`src/rtl/uart_pkg.sv`:
```
// -----------------------------------------------------------------------------
// uart_pkg
//   Definitions shared by the UART transmitter and the future UART receiver.
//   Contents:
//     uart_state_e          - 3-bit frame-sequencer state encoding
//     UART_CLKS_PER_BIT_DEF - default bit period (100 MHz clock, 115200 baud)
//     PARITY_EVEN/ODD       - parity-mode constants
// -----------------------------------------------------------------------------
package uart_pkg;

    typedef enum logic [2:0] {
        ST_IDLE   = 3'd0,
        ST_REQ    = 3'd1,
        ST_LOAD   = 3'd2,
        ST_START  = 3'd3,
        ST_DATA   = 3'd4,
        ST_PARITY = 3'd5,
        ST_STOP   = 3'd6
    } uart_state_e;

    localparam int unsigned UART_CLKS_PER_BIT_DEF = 32'd868;

    localparam logic PARITY_EVEN = 1'b0;
    localparam logic PARITY_ODD  = 1'b1;

endpackage : uart_pkg

```
`src/rtl/uart_tx_fifo_baud_gen.sv`:
```
// -----------------------------------------------------------------------------
// uart_baud_gen
//   Bit-period timer. Counts 0 .. clks_per_bit-1 and raises bit_tick for one
//   cycle while the count sits at clks_per_bit-1. A synchronous clear parks
//   the count at 0 so the following bit period is exactly full width.
//   Ports:
//     clk      in   system clock
//     rst_n    in   synchronous active-low reset
//     clear    in   synchronous counter clear
//     bit_tick out  registered one-cycle pulse at the end of each bit period
// -----------------------------------------------------------------------------
module uart_baud_gen
    import uart_pkg::*;
#(
    parameter int unsigned clks_per_bit = UART_CLKS_PER_BIT_DEF
) (
    input  logic clk,
    input  logic rst_n,
    input  logic clear,
    output logic bit_tick
);

    localparam int unsigned   CNT_W   = $clog2(clks_per_bit);
    localparam logic [CNT_W-1:0] CNT_MAX = CNT_W'(clks_per_bit - 32'd1);

    logic [CNT_W-1:0] cnt_q;
    logic [CNT_W-1:0] cnt_d;
    logic             tick_q;
    logic             tick_d;

    // Next count and next tick; the tick is registered so it lines up with
    // the cycle in which the count reads CNT_MAX.
    always_comb begin
        cnt_d  = cnt_q;
        tick_d = 1'b0;
        if (clear) begin
            cnt_d  = '0;
            tick_d = 1'b0;
        end else if (cnt_q == CNT_MAX) begin
            cnt_d  = '0;
            tick_d = 1'b0;
        end else begin
            cnt_d  = cnt_q + CNT_W'(1);
            tick_d = (cnt_d == CNT_MAX);
        end
    end

    // Counter and tick registers.
    always_ff @(posedge clk) begin
        if (!rst_n) begin
            cnt_q  <= '0;
            tick_q <= 1'b0;
        end else begin
            cnt_q  <= cnt_d;
            tick_q <= tick_d;
        end
    end

    assign bit_tick = tick_q;

endmodule : uart_baud_gen

```
`src/rtl/uart_tx_fifo.sv`:
```
// -----------------------------------------------------------------------------
// uart_tx_fifo
//   UART transmitter that is the sole reader of a synchronous FIFO. Pops one
//   byte at a time and serialises it LSB first as start / data / [parity] /
//   stop(s). Back-to-back frames are separated by exactly two idle-high
//   cycles (REQ + LOAD).
//   Ports:
//     clk      in   system clock, rising edge
//     rst_n    in   synchronous active-low reset
//     f_empty  in   FIFO empty flag
//     rd_data  in   FIFO read data, valid the cycle after rd_en
//     rd_en    out  one-cycle FIFO pop request (registered)
//     tx       out  serial line, idles high (registered)
//     tx_busy  out  high whenever the sequencer is not idle (registered)
//     tx_done  out  one-cycle pulse after the last stop bit (registered)
// -----------------------------------------------------------------------------
module uart_tx_fifo
    import uart_pkg::*;
#(
    parameter int unsigned data_width   = 32'd8,
    parameter int unsigned clks_per_bit = UART_CLKS_PER_BIT_DEF,
    parameter int unsigned parity_en    = 32'd0,
    parameter int unsigned parity_odd   = 32'd0,
    parameter int unsigned stop_bits    = 32'd1
) (
    input  logic                  clk,
    input  logic                  rst_n,
    input  logic                  f_empty,
    input  logic [data_width-1:0] rd_data,
    output logic                  rd_en,
    output logic                  tx,
    output logic                  tx_busy,
    output logic                  tx_done
);

    localparam int unsigned      BIT_W     = $clog2(data_width) + 32'd1;
    localparam logic [BIT_W-1:0] LAST_DATA = BIT_W'(data_width - 32'd1);
    localparam logic [BIT_W-1:0] LAST_STOP = BIT_W'(stop_bits - 32'd1);
    localparam logic             PAR_EN    = (parity_en != 32'd0);
    localparam logic             PAR_MODE  = (parity_odd != 32'd0) ? PARITY_ODD : PARITY_EVEN;

    // Parity of a payload word; odd = 1 inverts the even-parity result.
    function automatic logic frame_parity(input logic [data_width-1:0] data,
                                          input logic odd);
        return (^data) ^ odd;
    endfunction

    uart_state_e           state_q,   state_d;
    logic [data_width-1:0] shift_q,   shift_d;
    logic [BIT_W-1:0]      bit_cnt_q, bit_cnt_d;
    logic                  parity_q,  parity_d;
    logic                  tx_q,      tx_d;
    logic                  rd_en_q,   rd_en_d;
    logic                  busy_q,    busy_d;
    logic                  done_q,    done_d;
    logic                  baud_clear_s;
    logic                  bit_tick_s;

    // Hold the bit timer at zero until the frame starts, so the start bit
    // begins a fresh, full-width period.
    assign baud_clear_s = (state_q == ST_IDLE) || (state_q == ST_REQ) ||
                          (state_q == ST_LOAD);

    uart_baud_gen #(
        .clks_per_bit (clks_per_bit)
    ) u_baud_gen (
        .clk      (clk),
        .rst_n    (rst_n),
        .clear    (baud_clear_s),
        .bit_tick (bit_tick_s)
    );

    // Frame sequencer: next state plus next value of every registered output.
    // tx_d is the level the line takes in the *next* state, so tx changes
    // exactly on the bit boundary.
    always_comb begin
        state_d   = state_q;
        shift_d   = shift_q;
        bit_cnt_d = bit_cnt_q;
        parity_d  = parity_q;
        tx_d      = tx_q;
        done_d    = 1'b0;
        case (state_q)
            ST_IDLE: begin
                tx_d = 1'b1;
                if (!f_empty) begin
                    state_d = ST_REQ;
                end else begin
                    state_d = ST_IDLE;
                end
            end
            ST_REQ: begin
                tx_d    = 1'b1;
                state_d = ST_LOAD;
            end
            ST_LOAD: begin
                // rd_data is only non-zero in this cycle, so capture it now.
                shift_d   = rd_data;
                parity_d  = frame_parity(rd_data, PAR_MODE);
                bit_cnt_d = '0;
                tx_d      = 1'b0;
                state_d   = ST_START;
            end
            ST_START: begin
                if (bit_tick_s) begin
                    tx_d    = shift_q[0];
                    state_d = ST_DATA;
                end else begin
                    tx_d    = 1'b0;
                    state_d = ST_START;
                end
            end
            ST_DATA: begin
                if (bit_tick_s) begin
                    if (bit_cnt_q == LAST_DATA) begin
                        bit_cnt_d = '0;
                        if (PAR_EN) begin
                            tx_d    = parity_q;
                            state_d = ST_PARITY;
                        end else begin
                            tx_d    = 1'b1;
                            state_d = ST_STOP;
                        end
                    end else begin
                        shift_d   = shift_q >> 1;
                        bit_cnt_d = bit_cnt_q + BIT_W'(1);
                        tx_d      = shift_d[0];
                        state_d   = ST_DATA;
                    end
                end else begin
                    state_d = ST_DATA;
                end
            end
            ST_PARITY: begin
                if (bit_tick_s) begin
                    bit_cnt_d = '0;
                    tx_d      = 1'b1;
                    state_d   = ST_STOP;
                end else begin
                    state_d = ST_PARITY;
                end
            end
            ST_STOP: begin
                tx_d = 1'b1;
                if (bit_tick_s) begin
                    if (bit_cnt_q == LAST_STOP) begin
                        // Last stop bit done: the empty flag decides between
                        // back-to-back and idle.
                        bit_cnt_d = '0;
                        done_d    = 1'b1;
                        if (!f_empty) begin
                            state_d = ST_REQ;
                        end else begin
                            state_d = ST_IDLE;
                        end
                    end else begin
                        bit_cnt_d = bit_cnt_q + BIT_W'(1);
                        state_d   = ST_STOP;
                    end
                end else begin
                    state_d = ST_STOP;
                end
            end
            default: begin
                tx_d      = 1'b1;
                bit_cnt_d = '0;
                state_d   = ST_IDLE;
            end
        endcase
        rd_en_d = (state_d == ST_REQ);
        busy_d  = (state_d != ST_IDLE);
    end

    // State and output registers; reset abandons any frame in progress.
    always_ff @(posedge clk) begin
        if (!rst_n) begin
            state_q   <= ST_IDLE;
            shift_q   <= '0;
            bit_cnt_q <= '0;
            parity_q  <= 1'b0;
            tx_q      <= 1'b1;
            rd_en_q   <= 1'b0;
            busy_q    <= 1'b0;
            done_q    <= 1'b0;
        end else begin
            state_q   <= state_d;
            shift_q   <= shift_d;
            bit_cnt_q <= bit_cnt_d;
            parity_q  <= parity_d;
            tx_q      <= tx_d;
            rd_en_q   <= rd_en_d;
            busy_q    <= busy_d;
            done_q    <= done_d;
        end
    end

    assign rd_en   = rd_en_q;
    assign tx      = tx_q;
    assign tx_busy = busy_q;
    assign tx_done = done_q;

endmodule : uart_tx_fifo

```
`config.mk`:
```
export PLATFORM = sky130hd
export DESIGN_NAME = uart_tx_fifo
export DESIGN_NICKNAME = d
export VERILOG_FILES = /design/src/rtl/uart_pkg.sv /design/src/rtl/uart_tx_fifo_baud_gen.sv /design/src/rtl/uart_tx_fifo.sv
export SDC_FILE = /design/constraint.sdc
export NUM_CORES = 1
export LEC_CHECK = 0
export BUFFER_PORTS_ARGS = -buffer_cell sky130_fd_sc_hd__buf_2
export CORE_ASPECT_RATIO = 0.9
export CORE_UTILIZATION = 30
export CTS_BUF_LIST = sky130_fd_sc_hd__clkbuf_16
export CTS_CLUSTER_SIZE = 12
export DETAILED_ROUTE_END_ITERATION = 12
export PLACE_DENSITY = 0.43
export SYNTH_ARGS = -nofsm -noshare
export SYNTH_HDL_FRONTEND = slang
export SYNTH_HIERARCHICAL = 1
export SYNTH_SLANG_ARGS = --single-unit
export TNS_END_PERCENT = 100
```
`constraint.sdc`:
```
create_clock -name clk -period 2.9 [get_ports clk]
set_input_delay 0.145 -clock clk [delete_from_list [all_inputs] [get_ports clk]]
set_output_delay 0.145 -clock clk [all_outputs]
set_load 0.02 [all_outputs]
```
; After elaboration in Yosys (flattened, before gate mapping)
; Index checks and enable logic that the tools add are counted.
; Widths: inputs -> output; s select.
[word_totals]
register_bits = 30
in_bits = 11
out_inout_bits = 4
elab_cells = 62
[classes]
add_sub_neg = 2
n_eq_ne = 14
mux = 23
n_bitwise = 2
reduce_logical = 12
[ops]
columns = operator, count
row1 = $pmux 3 s7, 1
row2 = $eq 10x10->1 const B, 2
row3 = $mux 4, 5
row4 = $mux 8, 2
row5 = $pmux 4 s4, 1
row6 = $pmux 8 s2, 1
row7 = $mux 3, 4
row8 = $add 10x1->10 const B, 1
row9 = $eq 3x3->1 const B, 3
row10 = $eq 3x1->1 const B, 2
row11 = $eq 3x2->1 const B, 2
row12 = $mux 1, 6
row13 = $ne 2x1->1 const B, 3
row14 = $reduce_and 3->1, 2
row15 = $reduce_or 3->1, 2
row16 = $add 4x1->4 const B, 1
row17 = $eq 4x3->1 const B, 1
row18 = $logic_not 4->1, 1
row19 = $mux 2, 2
row20 = $pmux 1 s4, 1
row21 = $reduce_and 4->1, 1
row22 = $logic_not 3->1, 1
row23 = $reduce_bool 3->1, 1
row24 = $logic_or 1x1->1, 2
row25 = other kinds (4), 5

; Logic depth before layout (Yosys ltp)
; Gate-level depths: netlist of the first run.
[depth]
depth_word = 5
ltp_mapped = 7
depth_no_buf = 6

; By module
; The synthesis of the first run kept the hierarchy.
[modules_own_cells]
columns = mod, instances, cells_each, area_per_inst_um2, seq_area_each_um2
row1 = uart_tx_fifo, 1, 129, 1079.8, 380.4
row2 = uart_baud_gen, 1, 63, 555.5, 220.2

; Worst setup path after synthesis of the first run
; OpenSTA, ideal clock, no wires.
[synth_path]
path_type = reg-to-reg
startpoint = register bit_cnt_q[0]
endpoint = register tx_q, in the netlist tx
setup_time_ps = 130
arrival_time_ps = 1474
required_time_ps = 2770
path_slack_ps = 1296
path_stages_with_launch = 6
n_path_buf = 0
period_less_slack_ps = 1604
path_cell_list = dfxtp_1 > ha_1 > and3b_1 > or4_1 > a221oi_1 > o21ai_1
[synth_via]
elab_chain_cells = 4
[synth_rtl]
columns = element, line_no
row1 = "start, declared", uart_tx_fifo.sv:50  ; logic [BIT_W-1:0] bit_cnt_q, bit_cnt_d;
row2 = "start signal, assigned", uart_tx_fifo.sv:188  ; bit_cnt_q <= bit_cnt_d;
row3 = $eq 4x3->1, uart_tx_fifo.sv:115  ; if (bit_cnt_q == LAST_DATA) begin
row4 = $mux 1, uart_tx_fifo.sv:115
row5 = $mux 1, uart_tx_fifo.sv:114  ; if (bit_tick_s) begin
row6 = $pmux 1 s4, uart_tx_fifo.sv:83  ; case (state_q)
row7 = "end signal, assigned", uart_tx_fifo.sv:190  ; tx_q <= tx_d;
row8 = "end, declared", uart_tx_fifo.sv:52  ; logic tx_q, tx_d;
; No other way between the ends. The select of a mux whose other input is x is not followed.
; A chain may end at the register's enable or synchronous reset.

; Final worst setup path of the first run
[layout_path]
startpoint = register state_q[2]
endpoint = register tx_q, in the netlist tx
[layout_via]
elab_chain_cells = 3
elab_cells_between_ends = 8
cone_classes = 6 x eq/ne / 1 x mux / 1 x reduce/logical
[layout_rtl]
columns = element, line_no
row1 = "start, declared", uart_tx_fifo.sv:48  ; uart_state_e state_q, state_d;
row2 = "start signal, assigned", uart_tx_fifo.sv:186  ; state_q <= state_d;
row3 = $eq 3x3->1, uart_tx_fifo.sv:83
row4 = $ne 2x1->1 (no source line), -
row5 = $reduce_and 2->1 (no source line), -
; Parallel ways exist; a longest one is shown, timed or not.

==> results of run 1 <==
## kinds of logic (layout without fill, tap and decap cells)
family	Yosys count	count (layout)	synth area share, %
xor+xnor	7	7	3.75
simple gates	89	89	29.5
buf+inv	16	30	5.20
flops	30	30	36.7
compound gates	39	39	17.5
mux	7	7	4.28
fa+ha+maj	4	4	3.06
## cell usage in the layout, fill, tap and decap left out, drive strengths merged, types with 2 or more instances in the layout
cell	n
xnor2	5
a21oi	8
inv	7
and3	3
clkbuf	5
buf	15
o211ai	8
nor3	6
nor4	2
or4	2
nand3b	2
nand4b	2
nand2b	12
mux2i	7
clkinv	3
a31oi	2
o21ai	6
nor2b	3
o21a	2
xor2	2
or2b	3
nor3b	2
dfxtp	30
nand3	10
nor2	18
nand2	19
ha	4
## worst max-delay path by stage
stage                     slack [ns]  cells past startpoint  end
after floorplan                 1.30                      5   tx
after global placement          1.05                      4   tx
after detailed placement        0.98                      4   tx
after CTS                       0.97                      4   tx
after global routing            0.75                      4   tx
final                           0.95                      4   tx
## cells in the mapped netlist, types with 3 or more instances
| library cell | number | share of area [%] |
|---|---|---|
| nor2_1 | 18 | 4.1 |
| o21ai_0 | 3 | 0.92 |
| a21oi_1 | 8 | 2.4 |
| o211ai_1 | 7 | 3.2 |
| dfxtp_1 | 30 | 37 |
| and3_1 | 3 | 1.1 |
| nand2_1 | 19 | 4.4 |
| nor2b_1 | 3 | 1.1 |
| xnor2_1 | 5 | 2.7 |
| ha_1 | 4 | 3.1 |
| clkbuf_1 | 3 | 0.69 |
| nor3_1 | 5 | 1.5 |
| inv_1 | 7 | 1.6 |
| nand3_1 | 10 | 3.1 |
| nand2b_1 | 11 | 4.2 |
| mux2i_1 | 7 | 4.3 |
## power breakdown
group	leakage [nW]	switching [mW]	internal, mW
combinational	0.342	0.0214	0.0198
sequential	0.242	0.00644	0.418
clock	0.0663	0.171	0.308
total	0.651	0.199	0.746
## state kept, by name, summed over array words and instances (netlist names)
register,count
bit_cnt_q,4
rd_en,1
shift_q,8
state_q,3
tx,1
tx_busy,1
tx_done,1
u_baud_gen/bit_tick,1
u_baud_gen/cnt_q,10
## layer usage
layer | up-vias | part of all wire, % | GRT usage, %
li1 | 713 | - | -
met1 | 648 | 46 | 15.9
met2 | 16 | 48 | 22.6
met3 | 8 | 3.6 | 4.15
met4 | 0 | 2.4 | 7.74
met5 | - | 0 | 0
## layout make-up
type | instances | area (sq um)
Sequential cell | 30 | 601
Inverter | 7 | 26.3
Fill cell | 556 | 3380
Timing Repair Buffer | 15 | 77.6
Clock buffer | 5 | 125
Tap cell | 67 | 83.8
Clock inverter | 3 | 11.3
Multi-Input combinational cell | 146 | 950
## worst register-to-register path, stage by stage, from the launching register on
cell and delay, ns:
dfxtp_1 0.67, nand2b_2 0.32, or4_1 0.46, a221oi_1 0.27, o21ai_1 0.11
## through the flow
| stage | cells | setup slack (ns) | cell area [sq um] | power (mW) |
|---|---|---|---|---|
| 2_1_floorplan | 192 | 1.30 | 1640 | 0.461 |
| 3_3_place_gp | 265 | 1.05 | 1740 | 0.474 |
| 3_5_place_dp | 265 | 0.979 | 1740 | 0.474 |
| 4_1_cts | 273 | 0.970 | 1870 | 0.962 |
| 5_1_grt | 273 | 0.751 | 1870 | 0.987 |
| 6_report | 273 | 0.946 | 1870 | 0.944 |
==> results.cfg, run 1 <==
[worst_setup_path]
cpMaxStageDelayCell = dfxtp_1
r2r-start = state_q[2]
crit_buf_inv = 0
rr_endpoint = tx
critPathLaunchType = flip-flop
ff2ff_path_depth = 4
cp-startpoint = state_q[2]
worstPathArrival_ns = 2.10
cp_max_fo = 18
end_kind = flip-flop
criticalPathCategory = reg -> reg
r2r_setup_slack_ns = 0.95
max_stage_delay_ns = 0.67
crit_family = simple AND/OR/NAND/NOR gates
cp_cell_sequence = nand2b_2 > or4_1 > a221oi_1 > o21ai_1
cp_data_required_time_ns = 3.04

[cts]
clock_latency_ns = 0.27
htreeDepth = 2
post_cts_resized = 0
cts_sinks = 30
cts_made_buffers = 5
clockBufferDepth = 2
cts_tree = built
cts-root-buf = clkbuf_16
clk_pin_slew_ns = 0.05
cts_setup_buffers = 0
cts_hold_buf = 0

[floorplanning]
num_rows = 25
ioPinCount = 15
core_sq_mm = 0.00526
start_util_pct = 31.1
fp.dieArea_sq_mm = 0.00575
die_h_um = 72.0
die_x_um = 79.8

[final_layout]
drive_gt1_share_pct = 14.1
syn_to_final_growth_pct = 14.6
nets = 220
num_antenna_cells = 0
fin_util_pct = 35.7

[placement]
port_buffers = 14
place.gp.congestion = 0.786
hpwl_um = 2370

[timing]
min_period_over_period_pct = 67.4
worstMarginPinSlew_ns = 0.661
setup_viol_count_final = 0
maxSlewViolCount = 0
fmax_mhz = 512
setup_tns_ns = 0
worst_hold_slack_ns = 0.0802
rsz0062_at_grt = no
slew_headroom_pct = 55.8
hold_violations = 0
period_needed_ns = 1.95
skew_ns = 0.00403

[detailed_routing]
postRouteAntennaNets = 0
drt_pre_antenna_iters = 4
vias = 1385
routed_wl_um = 3360
vias_per_cell = 5.07
drc_errors = 0
post_drt_wl_per_cell_um = 12.3
drt-initial-drc-count = 49

[synth]
synth_edf_count = 0
ys_ff_latch = 30
syn-num-nets = 207
synth_area_per_cell_sq_um = 8.52
postSynth.asyncResetShare_pct = 0
synthCells = 192
ys_seq_area_share_pct = 36.7
ys.warnings.count = 6
synthFlopType = dfxtp_1
yosys.cell_types.count = 54
syn_area_sq_mm = 0.00164

[min_path]
hold_path_depth = 2
worst_hold_startpoint = rd_data[7]
hold_end = shift_q[7]
min_path_type = in -> reg

[run]
maxCapViolCount = 0

[status]
status = finished, final reports clean

[grt]
grt_overflow_total = 0
antenna_found_initial = 0
grt_usage_pct = 13.7
grt_start_max_net_pins = 23
grt_pass1_wl_um = 6000
grt_pass1_vias = 1352

[power]
cellPowerDensity_mw_per_mm2 = 504
leakagePower_nw = 0.651
ir_worst_vdd_uv = 200
Note: power is estimated with default switching activity, not from simulation.
==> run 2: changes to the inputs <==
- clock period: 2.9 -> 1.8 ns (I/O delays scaled with it)
==> run 2 against run 1 <==
Net effect: largest power group unchanged; first-iteration DRC count rose by 18%; combinational power up 83%; core utilization increased by 1.5 points; non-clock buffer count increased by 10; clock power increased by 60%.
==> results.cfg, run 2 (synthesis results as in run 1) <==
[status]
status = finished, final reports clean

[grt]
grt_pass1_wl_um = 6220
grt_start_max_net_pins = 17
grt.busiest_layer = met2
grt_overflow_total = 0
grt_pass1_vias = 1379
use_met2_pct = 21.4
grtUsageMet3_pct = 4.53
antenna_found_initial = 0
use_met1_pct = 17.7
grt_usage_pct = 13.8

[final_layout]
num_antenna_cells = 0
drive_gt1_share_pct = 18.5
fillers = 558
top_regs = u_baud_gen/cnt_q (10), shift_q (8), bit_cnt_q (4)
final_common_cell = dfxtp_1
regMostFlops = u_baud_gen/cnt_q
nets = 230
layout_common_cells = dfxtp_1, nand2_1, nor2_1
syn_to_final_growth_pct = 19.6
largest_register_ffs = 10

[cts]
cts-root-buf = clkbuf_16
post_cts_resized = 0
clockBufferDepth = 2
cts_hold_buf = 0
cts_sinks = 30
htreeDepth = 2
clock_latency_ns = 0.27
cts_made_buffers = 5
cts_setup_buffers = 0
cts_tree = built
clk_pin_slew_ns = 0.05

[worst_setup_path]
worstPathArrival_ns = 1.82
end_kind = flip-flop
ff2ff_path_depth = 5
cpMaxStageDelayCell = or4_1
r2r-start = bit_cnt_q[0]
r2r_setup_slack_ns = 0.14
cp_data_required_time_ns = 1.96
criticalPathCategory = reg -> reg
rr_endpoint = tx
critPathLaunchType = flip-flop
max_stage_delay_ns = 0.48
cp_cell_sequence = ha_1 > and3b_1 > or4_1 > a221oi_2 > o21ai_1
cp_max_fo = 4
cp-startpoint = bit_cnt_q[0]
crit_end = tx

[timing]
fmax_mhz = 601
slew_headroom_pct = 67.0
worst_hold_slack_ns = 0.0427
period_needed_ns = 1.66
setup_tns_ns = 0
min_period_over_period_pct = 92.5
rsz0062_at_grt = no
maxSlewViolCount = 0
hold_violations = 0
worstMarginPinSlew_ns = 0.492
setup_viol_count_final = 0
skew_ns = 0.00481

[detailed_routing]
postRouteAntennaNets = 0
vias = 1425
routed_wl_um = 3500
drt_pre_antenna_iters = 4
vias_per_cell = 5.04
post_drt_wl_per_cell_um = 12.4
drt-initial-drc-count = 58
drc_errors = 0

[placement]
hpwl_um = 2590
place.gp.congestion = 0.789
port_buffers = 14

[floorplanning]
die_x_um = 79.8
fp.dieArea_sq_mm = 0.00575
num_rows = 25
core_sq_mm = 0.00526
ioPinCount = 15
start_util_pct = 31.1
die_h_um = 72.0

[min_path]
worst_hold_startpoint = rd_data[7]
min_path_type = in -> reg

[power]
cellPowerDensity_mw_per_mm2 = 778
ir_worst_vdd_uv = 547
leakagePower_nw = 0.701

[run]
maxCapViolCount = 0
[run 2: cell count changes in the layout (fill, tap and decap cells not counted), sizes merged]
cell / delta
buf: +10
[run 2: layout make-up]
class,count,area (sq um),area share (%)
Tap cell,67,83.8,4.29
Sequential cell,30,601,30.7
Clock buffer,5,125,6.40
Clock inverter,3,11.3,0.576
Timing Repair Buffer,25,153,7.81
Inverter,7,26.3,1.34
Multi-Input combinational cell,146,956,48.9
[run 2: worst min-delay path by stage]
stage                             to  slack [ns]  cells past startpoint
after floorplan           shift_q[7]        0.21                      1
after global placement    shift_q[7]        0.31                      2
after detailed placement  shift_q[7]        0.31                      2
after CTS                 shift_q[7]        0.04                      2
after global routing      shift_q[7]        0.04                      2
final                     shift_q[7]        0.04                      2
[run 2: worst max-delay path, delay by kind of cell, from the launching register on]
family | cells | cell delay [ns]
flops | 1 | 0.32
fa+ha+maj | 1 | 0.23
simple gates | 2 | 0.68
compound gates | 2 | 0.32
[run 2: per-layer routing]
layer  vias up  part of all wire (%)
met5         -                     0
met1       658                    46
met3         6                   6.1
met4         0                   1.4
li1        731                     -
met2        30                    46
[run 2: stage by stage]
step | utilization [%] | cell area [sq um] | setup WS, ns | std cells | power (mW)
final | 37.2 | 1960 | 0.135 | 283 | 1.52
after global routing | 37.2 | 1960 | 0.00485 | 283 | 1.60
after CTS | 37.1 | 1950 | 0.101 | 283 | 1.55
after detailed placement | 34.5 | 1810 | 0.107 | 275 | 0.770
after global placement | 34.5 | 1810 | 0.147 | 275 | 0.770
after floorplan | - | 1640 | 0.196 | 192 | 0.742
[run 2: where the power goes]
group,switching [mW],total [mW],internal (mW)
Sequential,0.00824,0.682,0.674
Combinational,0.0375,0.0753,0.0378
Clock,0.269,0.764,0.495
==> run 3: changes to the inputs <==
- clock period: 1.8 -> 1.9 ns (I/O delays scaled with it)
==> run 3 against run 2 <==
Net effect: flip-flop and latch count stayed put; combinational power is 14% lower; via count is 3.1% lower; clock power is 4.3% lower; cell area is 1.5% lower; highest routed layer unchanged; hold slack worse by 0.011 ns; register-to-register slack better by 0.03 ns; critical path type unchanged.
==> results.cfg, run 3 (synthesis results as in run 1) <==
[status]
status = finished, final reports clean

[min_path]
min_path_type = in -> reg

[detailed_routing]
post_drt_wl_per_cell_um = 12.3
routed_wl_um = 3440
postRouteAntennaNets = 0
drt-initial-drc-count = 52
drc_errors = 0
vias = 1381
vias_per_cell = 4.93
drt_pre_antenna_iters = 4

[worst_setup_path]
cp_cell_sequence = ha_1 > and3b_1 > or4_1 > a221oi_1 > o21ai_1
r2r-start = bit_cnt_q[0]
worstPathArrival_ns = 1.87
cp_data_required_time_ns = 2.04
cp_max_fo = 4
cp-startpoint = bit_cnt_q[0]
max_stage_delay_ns = 0.47
rr_endpoint = tx
critPathLaunchType = flip-flop
crit_end = tx
cpMaxStageDelayCell = or4_1
r2r_setup_slack_ns = 0.17
criticalPathCategory = reg -> reg
ff2ff_path_depth = 5
end_kind = flip-flop

[floorplanning]
ioPinCount = 15
core_sq_mm = 0.00526
die_h_um = 72.0
die_x_um = 79.8
num_rows = 25
fp.dieArea_sq_mm = 0.00575
start_util_pct = 31.1

[cts]
cts-root-buf = clkbuf_16
htreeDepth = 2
cts_tree = built
cts_setup_buffers = 0
post_cts_resized = 0
clk_pin_slew_ns = 0.05
cts_sinks = 30
clockBufferDepth = 2
cts_made_buffers = 5
cts_hold_buf = 0
clock_latency_ns = 0.27

[final_layout]
drive_gt1_share_pct = 16.9
final-seq-area_sq_um = 601
largest_register_ffs = 10
syn_to_final_growth_pct = 17.8
regMostFlops = u_baud_gen/cnt_q
num_antenna_cells = 0
design_area_sq_mm = 0.00193
finalNonFillerCells = 280
final_common_cell = dfxtp_1
fillers = 543
nets = 227
multi_input_area_sq_um = 950
top_regs = u_baud_gen/cnt_q (10), shift_q (8), bit_cnt_q (4)
layout_common_cells = dfxtp_1, nand2_1, nor2_1

[power]
cellPowerDensity_mw_per_mm2 = 749
ir_worst_vdd_uv = 432
leakagePower_nw = 0.686

[timing]
min_period_over_period_pct = 91.1
hold_violations = 0
rsz0062_at_grt = no
period_needed_ns = 1.73
setup_tns_ns = 0
worst_slack_ns = 0.170
fmax_mhz = 578
slew_headroom_pct = 67.1
worstMarginPinSlew_ns = 0.493
worst_hold_slack_ns = 0.0317
skew_ns = 0.00285
setup_viol_count_final = 0
maxSlewViolCount = 0

[grt]
grt_usage_pct = 13.6
grt_pass1_vias = 1327
grt_start_max_net_pins = 23
grt_overflow_total = 0
antenna_found_initial = 0
grt_pass1_wl_um = 6010

[placement]
dpl.cell_count = 272
place_ws_ns = 0.0661
port_buffers = 14
hpwl_um = 2420
place.gp.congestion = 0.767
placed_cell_area_sq_mm = 0.00179

[run]
maxCapViolCount = 0
[run 3: cell types whose count changed in the layout (fill, tap and decap cells not counted), sizes merged]
cell,delta
buf,-3
[run 3: area by class of cell]
cell class / instances / area share [%]
repair buffers: 22 / 6.75
clock buffers: 5 / 6.49
well taps: 67 / 4.35
inverters: 7 / 1.36
flip-flops and latches: 30 / 31.2
clock inverters: 3 / 0.584
multi-input cells: 146 / 49.3
[run 3: how the worst min path moves through the flow]
stage / from / endpoint / slack, ns / cells after the start
after CTS: rd_data[7] / shift_q[7] / 0.03 / 2
after detailed placement: rd_data[7] / shift_q[7] / 0.32 / 2
after floorplan: rd_data[7] / shift_q[7] / 0.21 / 1
after global routing: rd_data[7] / shift_q[7] / 0.05 / 2
final: rd_data[7] / shift_q[7] / 0.03 / 2
after global placement: rd_data[7] / shift_q[7] / 0.31 / 2
[run 3: stage by stage]
step,power [mW],util (%)
after detailed placement,0.725,34.1
after CTS,1.47,36.7
after floorplan,0.703,-
after global placement,0.724,34.1
after global routing,1.51,36.7
final,1.44,36.7
[run 3: layer usage]
| layer | global-route usage, % | part of all wire (%) | up-vias |
|---|---|---|---|
| met5 | 0 | 0 | - |
| met2 | 22.9 | 47 | 14 |
| met3 | 3.77 | 3.3 | 7 |
| li1 | - | - | 729 |
| met4 | 7.14 | 2.0 | 0 |
| met1 | 15.8 | 48 | 631 |
[run 3: power by group]
group / leakage, nW / switching (mW) / internal (mW)
registers: 0.242 / 0.00910 / 0.638
logic: 0.378 / 0.0339 / 0.0310
clock network: 0.0663 / 0.262 / 0.470
total: 0.686 / 0.305 / 1.14
[run 3: worst max-delay path, delay by kind of cell, from the launching register on]
family | cells | cell delay (ns)
DFF | 1 | 0.32
adders and majority gates | 1 | 0.24
AOI/OAI and AO/OA | 2 | 0.35
and+or+nand+nor | 2 | 0.69
